File: config.mk
export PLATFORM = sky130hd
export DESIGN_NAME = float_rounder
export DESIGN_NICKNAME = d
export VERILOG_FILES = /design/src/rtl/float_pkg.sv /design/src/rtl/fp_round.sv /design/src/rtl/float_rounder.sv
export SDC_FILE = /design/constraint.sdc
export NUM_CORES = 1
export LEC_CHECK = 0
export CORE_MARGIN = 2
export CORE_UTILIZATION = 44
export CTS_BUF_LIST = sky130_fd_sc_hd__clkbuf_4 sky130_fd_sc_hd__clkbuf_8 sky130_fd_sc_hd__clkbuf_16
export DETAILED_ROUTE_END_ITERATION = 10
export PLACE_DENSITY = 0.75
export SLEW_MARGIN = 10
export SYNTH_ARGS = -nofsm -noshare
export SYNTH_HDL_FRONTEND = slang
export SYNTH_SLANG_ARGS = --single-unit
File: constraint.sdc
create_clock -name clk -period 1.4 [get_ports clk]
set_clock_uncertainty 0.05 [all_clocks]
set_input_delay 0.28 -clock clk [delete_from_list [all_inputs] [get_ports clk]]
set_output_delay 0.28 -clock clk [all_outputs]
set_load 0.02 [all_outputs]
File: src/rtl/float_pkg.sv
// Shared float widths, constants and the packed 8-bit float type for the
// twos-complement-to-float datapath.
package float_pkg;

    localparam int unsigned EXP_W = 3;
    localparam int unsigned SIG_W = 4;
    localparam int unsigned FP_W  = 8;

    localparam logic [SIG_W-1:0] SIG_MAX    = 4'b1111;
    localparam logic [SIG_W-1:0] SIG_RENORM = 4'b1000;
    localparam logic [EXP_W-1:0] EXP_MAX    = 3'd7;

    typedef struct packed {
        logic             sign;
        logic [EXP_W-1:0] exp;
        logic [SIG_W-1:0] sig;
    } fp8_t;

    // Unrounded extractor sample as captured by the first pipeline stage.
    typedef struct packed {
        logic             sign;
        logic [EXP_W-1:0] exp;
        logic [SIG_W-1:0] sig;
        logic             fifth;
    } raw_sample_t;

    function automatic fp8_t fp8_pack(input logic             sign,
                                      input logic [EXP_W-1:0] exp,
                                      input logic [SIG_W-1:0] sig);
        fp8_t f;
        f.sign = sign;
        f.exp  = exp;
        f.sig  = sig;
        return f;
    endfunction

endpackage

File: src/rtl/fp_round.sv
// Round-half-up on the fifth bit, with renormalisation on significand carry
// and saturation when the exponent cannot grow.
module fp_round
    import float_pkg::*;
(
    input  logic [EXP_W-1:0] exponent_i,
    input  logic [SIG_W-1:0] significand_i,
    input  logic             fifth_i,
    output logic [EXP_W-1:0] exp_o,
    output logic [SIG_W-1:0] sig_o,
    output logic             sat_o
);

    always_comb begin
        exp_o = exponent_i;
        sig_o = significand_i;
        sat_o = 1'b0;
        if (fifth_i) begin
            if (significand_i != SIG_MAX) begin
                sig_o = significand_i + 1'b1;
            end else if (exponent_i != EXP_MAX) begin
                // 1111 + 1 overflows to 1.0000; shift right and bump exponent.
                sig_o = SIG_RENORM;
                exp_o = exponent_i + 1'b1;
            end else begin
                sig_o = SIG_MAX;
                exp_o = EXP_MAX;
                sat_o = 1'b1;
            end
        end
    end

endmodule

File: src/rtl/float_rounder.sv
// Two-stage valid/ready pipeline: S1 captures raw samples, S2 holds the
// rounded packed float. Also counts delivered saturated results.
module float_rounder
    import float_pkg::*;
#(
    parameter int unsigned SAT_CNT_W = 8
) (
    input  logic                 clk,
    input  logic                 rst_n,
    input  logic                 in_valid,
    output logic                 in_ready,
    input  logic                 sign,
    input  logic [EXP_W-1:0]     exponent,
    input  logic [SIG_W-1:0]     significand,
    input  logic                 fifth,
    output logic                 out_valid,
    input  logic                 out_ready,
    output logic [FP_W-1:0]      fp_out,
    output logic                 sat,
    output logic [SAT_CNT_W-1:0] sat_count
);

    logic                 s1_v_q, s1_v_d;
    raw_sample_t          s1_q, s1_d;
    logic                 s2_v_q, s2_v_d;
    fp8_t                 s2_q, s2_d;
    logic                 sat_q, sat_d;
    logic [SAT_CNT_W-1:0] sat_cnt_q, sat_cnt_d;

    logic [EXP_W-1:0] rnd_exp;
    logic [SIG_W-1:0] rnd_sig;
    logic             rnd_sat;
    logic             s2_load;
    logic             out_fire;

    fp_round u_fp_round (
        .exponent_i    (s1_q.exp),
        .significand_i (s1_q.sig),
        .fifth_i       (s1_q.fifth),
        .exp_o         (rnd_exp),
        .sig_o         (rnd_sig),
        .sat_o         (rnd_sat)
    );

    // S2 can take a new result if empty or draining this cycle; S1 then frees up.
    assign in_ready = !s1_v_q || !s2_v_q || out_ready;
    assign s2_load  = s1_v_q && (!s2_v_q || out_ready);
    assign out_fire = s2_v_q && out_ready;

    always_comb begin
        s1_v_d    = s1_v_q;
        s1_d      = s1_q;
        s2_v_d    = s2_v_q;
        s2_d      = s2_q;
        sat_d     = sat_q;
        sat_cnt_d = sat_cnt_q;

        if (in_ready) begin
            s1_v_d = in_valid;
            if (in_valid) begin
                s1_d.sign  = sign;
                s1_d.exp   = exponent;
                s1_d.sig   = significand;
                s1_d.fifth = fifth;
            end
        end

        if (!s2_v_q || out_ready) begin
            s2_v_d = s1_v_q;
        end
        if (s2_load) begin
            s2_d  = fp8_pack(s1_q.sign, rnd_exp, rnd_sig);
            sat_d = rnd_sat;
        end

        if (out_fire && sat_q && (sat_cnt_q != {SAT_CNT_W{1'b1}})) begin
            sat_cnt_d = sat_cnt_q + 1'b1;
        end
    end

    always_ff @(posedge clk or negedge rst_n) begin
        if (!rst_n) begin
            s1_v_q    <= 1'b0;
            s1_q      <= '0;
            s2_v_q    <= 1'b0;
            s2_q      <= '0;
            sat_q     <= 1'b0;
            sat_cnt_q <= '0;
        end else begin
            s1_v_q    <= s1_v_d;
            s1_q      <= s1_d;
            s2_v_q    <= s2_v_d;
            s2_q      <= s2_d;
            sat_q     <= sat_d;
            sat_cnt_q <= sat_cnt_d;
        end
    end

    assign out_valid = s2_v_q;
    assign fp_out    = s2_q;
    assign sat       = sat_q;
    assign sat_count = sat_cnt_q;

endmodule
==> results of run 1 <==
## through the flow
stage                     instances  setup slack, ps  util, %
after floorplan                 108           -56.07        -
after global placement          185           -514.6    62.35
after detailed placement        185           -504.5    62.35
after CTS                       197           -112.7    66.39
after global routing            200           -174.1    66.34
final                           200           -140.8    66.34
## flip-flops by register name, summed over array words and instances, names as in the netlist
| register | flops |
|---|---|
| sat_count | 8 |
| fp_out | 8 |
| s1_v_q | 1 |
| sat | 1 |
| s1_q | 9 |
| out_valid | 1 |
## worst max path at each step
stage | from | end
after floorplan | s1_q[1] | fp_out[3]
after global placement | out_ready | in_ready
after detailed placement | out_ready | in_ready
after CTS | s1_q[1] | fp_out[3]
after global routing | s1_q[2] | fp_out[3]
final | s1_q[1] | fp_out[3]
## routing by layer
layer / routed length (um) / global-route usage, % / vias to the layer above
met1: 1263 / 23.00 / 541
met3: 131 / 2.402 / 10
met2: 1582 / 34.69 / 38
li1: - / - / 524
met5: 0 / 0 / -
met4: 89 / 10.39 / 0
## repair_timing
action                                  4_1_cts  5_1_grt
endpoints found under the setup margin       28       31
gates resized for setup                      47       27
hold endpoints to repair                      0        0
hold buffers                                  0        0
pin swaps                                     2        2
setup buffers                                 8        3
## cell usage in the layout, fill, tap and decap left out, drive strengths merged
master	n
xnor2	3
mux2	19
nor2b	1
and4	3
inv	1
clkdlybuf4s50	11
nand4	6
and3	6
o2bb2ai	2
nand3b	1
ha	3
dfrtp	28
nand2	4
nand2b	4
clkdlybuf4s15	5
mux2i	5
or2b	1
clkbuf	9
a41oi	1
nand3	4
bufinv	1
o21ai	1
a31oi	3
dlymetal6s2s	1
o211ai	2
buf	35
a21oi	7
## final cells by class
class | instances | area, um2
Fill cell | 254 | 1002
Timing Repair Buffer | 58 | 475.5
Inverter | 1 | 3.754
Multi-Input combinational cell | 76 | 698.2
Sequential cell | 28 | 704.4
Tap cell | 33 | 41.29
Clock buffer | 3 | 22.52
Clock inverter | 1 | 30.03
## Yosys cell counts (3+ instances only)
cell type	instances	share of area, %
xnor2_1	3	2.0
dfrtp_1	28	52
and3_1	6	2.8
a31oi_1	3	1.4
a21oi_1	7	2.6
nand3_1	4	1.5
nand4_1	6	2.8
ha_1	3	2.8
nand2b_1	4	1.9
mux2i_1	5	3.7
and4_1	3	2.0
mux2_2	18	15
## kinds of logic after synthesis
kind of cell,Yosys count,share of synthesized area [%]
DFF,28,52.29
buffers and inverters,4,1.773
adders and majority gates,3,2.801
and+or+nand+nor,30,14.01
muxes,24,19.70
AOI/OAI and AO/OA,16,7.469
xor gates and xnor gates,3,1.961
## worst max-delay path, delay by kind of cell (launching register included)
kind,cells,cell delay (ps)
and+or+nand+nor,1,240
adders and majority gates,1,200
muxes,2,530
DFF,1,430
## report_power, final
group	switching (uW)	internal, uW
clock network	257	290
logic	298	339
registers	94.9	929
==> reports/metrics.cfg, run 1 <==
[yosys]
ys_ff_latch=28
syn_inst=108
syn_area_um2=1340
ys.flop_type=dfrtp_1
ys_seq_area_share_pct=52.29
synth_area_per_cell_um2=12.41
ys_types=25
synth_edf_count=0
async_reset_ff_share_pct=100.0
synth.net_count=124
yosys_warnings=0

[setup_path]
critPathKind=reg -> reg
regToRegEndpoint=fp_out[3]
crit_arrival_ps=1730
r2r_slack_ps=-140
cp_slowest_cell=dfrtp_1
crit_required_ps=1590
startpoint_type=flop
timing.rr.start=s1_q[1]
path_cells=ha_2 > or2b_1 > mux2_2 > mux2_2
cp_common_cell=mux2_2
crit_path_end_kind=flop
cp_max_fo=3
cpPeakStageDelay_ps=430
rr_worst_depth=4

[sta]
drv_slew=0
setup_viol=3
period_needed_ps=1541
setup-tns-final_ps=-230.2
hold_ws_ps=213.2
worst_pin_slew_ps=250.2
fmax_ghz=0.6490
hold_viol=0
rsz0062_at_grt=yes
fin_crit_sh_pct=110.1
slew_headroom_pct=83.32
worst_slack_ps=-140.8

[route]
routed_wl_um=3066
avgViaCountPerCell=5.565
dr_total_vias=1113
routedWlPerCell_um=15.33
firstDrtPassIters=4
drt-initial-drc-count=41
antenna_left=0
drc=0

[clock_network]
htreeDepth=1
numCtsBuffers=3
cts.path.max_buffers=2
cts_tree=built
cts-root-buf=clkbuf_4
clock-sinks=28
path_clk_slew_ps=170
clk_latency_ps=340

[floorplan]
die_x_um=59.19
dieHeight_um=59.19
pin_count=32
rows=20
dieArea_um2=3503
core_area_um2=2978
initial_core_util_pct=45.00

[power]
vdd_ir_drop_max_mv=0.7822
p_leak_uw=0.0009319
p_per_area_nw_per_um2=1118
total_power_uw=2208

[finish]
final_nets=184
n_antenna_cell=0
stdcell_area_um2=1976
area_growth_pct=47.43
drive_gt1_share_pct=46.71

[global_route]
grt_pass1_wl_um=5257
overflow=0
grt_pass1_vias=1196
track_usage_pct=19.64
grt_max_degree=29
antenna_found_initial=0

[flow_run]
maxCapViolCount=0

[placed_design]
gp_congestion=0.9106
dp_hpwl_um=2107
placed_area_um2=1857
port_buffers=31

[status]
violations=setup timing
status=finished with violations

[worst_hold_path]
hp-class=in -> async

No activity file was read; power rests on OpenSTA's default activity.
==> run 2: changes to the inputs <==
--- a/config.mk
+++ b/config.mk
@@ -5,11 +5,14 @@
 export SDC_FILE = /design/constraint.sdc
 export NUM_CORES = 1
 export LEC_CHECK = 0
+export ABC_AREA = 0
+export CELL_PAD_IN_SITES_DETAIL_PLACEMENT = 0
+export CELL_PAD_IN_SITES_GLOBAL_PLACEMENT = 1
 export CORE_MARGIN = 2
-export CORE_UTILIZATION = 44
+export CORE_UTILIZATION = 35
 export CTS_BUF_LIST = sky130_fd_sc_hd__clkbuf_4 sky130_fd_sc_hd__clkbuf_8 sky130_fd_sc_hd__clkbuf_16
 export DETAILED_ROUTE_END_ITERATION = 10
-export PLACE_DENSITY = 0.75
+export PLACE_DENSITY_LB_ADDON = 0.1
 export SLEW_MARGIN = 10
 export SYNTH_ARGS = -nofsm -noshare
 export SYNTH_HDL_FRONTEND = slang
==> run 2 against run 1 <==
  * Largest power group unchanged
  * Clock power increased by 16%
  * The run still ends with setup timing left
  * Largest cell class unchanged
  * Non-clock buffer count decreased by 3
  * Combinational power is 6.1% lower
  * Sequential power is essentially flat
  * Global-route usage fell by 4.4 points
==> reports/metrics.cfg, run 2 (synthesized netlist as in run 1, its figures left out) <==
[global_route]
grt_pass1_vias=1136
grt_pass1_wl_um=4974
overflow=0
antenna_found_initial=0
grt_max_degree=29
track_usage_pct=15.19

[setup_path]
path_cells=ha_2 > or2b_1 > mux2_2 > mux2_2
cp_slowest_cell=dfrtp_1
cpPeakStageDelay_ps=410
crit_arrival_ps=1610
crit_required_ps=1520
r2r_slack_ps=-90
startpoint_type=flop
crit_buf_inv=0
crit_path_end_kind=flop
cp_common_cell=mux2_2
cp_top_family=multiplexers
critPathKind=reg -> reg
cp_max_fo=4

[floorplan]
dieHeight_um=65.88
initial_core_util_pct=36.60
dieArea_um2=4340
core_area_um2=3661
rows=22
die_x_um=65.88
pin_count=32

[power]
internal-power_uw=1625
p_per_area_nw_per_um2=1122
vdd_ir_drop_max_mv=0.5569
p_leak_uw=0.0009208
swShare_pct=27.75
total_power_uw=2249
combPwrFrac_pct=26.6
switchingPower_uw=623.9
power_frac_seq_pct=45.2
clockPowerShare_pct=28.2

[sta]
hold_ws_ps=308.5
period_needed_ps=1492
fin_crit_sh_pct=106.5
worst_pin_slew_ps=250.2
hold_viol=0
rsz0062_at_grt=yes
fmax_ghz=0.6705
drv_slew=0
setup_viol=4
worst_slack_ps=-91.52
slew_headroom_pct=83.32

[route]
firstDrtPassIters=4
routedWlPerCell_um=13.83
dr_total_vias=1089
avgViaCountPerCell=5.137
routed_wl_um=2933
antenna_left=0
drt-initial-drc-count=17
drc=0

[flow_run]
maxCapViolCount=0

[finish]
top_register=s1_q
final_nets=181
n_antenna_cell=0
final_common_cell=dfrtp_1
final_cell_mix=dfrtp_1 (24), buf_4 (21), mux2_2 (13)
largest_reg_flops=9
area_growth_pct=49.49
drive_gt1_share_pct=38.41
n_fill_cell=334

[clock_network]
cts-root-buf=clkbuf_8
clk_latency_ps=270
cts.path.max_buffers=2
cts_tree=built
clock-sinks=28
htreeDepth=1
path_clk_slew_ps=90
numCtsBuffers=3

[placed_design]
dp_hpwl_um=2252
port_buffers=31
gp_congestion=0.7728

[status]
violations=setup timing
status=finished with violations

[worst_hold_path]
hp-class=in -> async

-- run 2: path summary, 6_finish.rpt --
| path | startpoint | to | cells past startpoint |
|---|---|---|---|
| max | s1_q[1] | fp_out[3] | 4 |
| min | rst_n | sat_count[3] | 2 |
| max reg2reg | s1_q[1] | fp_out[3] | 4 |
| min reg2reg | fp_out[4] | fp_out[4] | 1 |
| max in group asynchronous | rst_n | sat_count[1] | 2 |
| min in group clk | fp_out[4] | fp_out[4] | 1 |
-- run 2: per-layer routing --
metal	vias to the layer above	part of all wire (%)	track usage, %
li1	515	-	-
met1	546	40	16.47
met2	24	55	29.17
met3	4	3.2	2.555
met4	0	1.3	5.469
met5	-	0	0
-- run 2: layout make-up --
cell class / count / area [um2] / area share [%]
Sequential cell: 28 / 705.7 / 35.23
Clock inverter: 1 / 30.03 / 1.499
Inverter: 1 / 3.754 / 0.1874
Clock buffer: 3 / 41.29 / 2.061
Tap cell: 48 / 60.06 / 2.998
Timing Repair Buffer: 55 / 475.5 / 23.74
Multi-Input combinational cell: 76 / 686.9 / 34.29
-- run 2: per-stage QoR --
stage / util (%) / cells / instance area (um2) / worst slack [ps] / TNS [ps]
global placement: 52.05 / 204 / 1906 / -490.8 / -8649
global route: 54.72 / 212 / 2003 / -133.2 / -319.7
floorplan: - / 108 / 1405 / -56.07 / -425.7
finish: 54.72 / 212 / 2003 / -91.52 / -115.0
CTS: 54.10 / 209 / 1981 / -91.67 / -109.1
detailed placement: 52.05 / 204 / 1906 / -483.7 / -8898
-- run 2: power by group through the flow --
stage | Clock [uW] | Sequential, uW | Combinational (uW)
after floorplan | 0 | 1120 | 250
final | 634 | 1020 | 598
after global placement | 0 | 1040 | 631
after global routing | 683 | 1040 | 650
after detailed placement | 0 | 1040 | 644
after CTS | 657 | 1020 | 597
-- run 2: what timing repair did --
action,CTS,global route
endpoints found under the setup margin,39,12
pin swaps,2,3
setup buffers,1,3
hold buffers,0,0
gates resized for setup,34,8
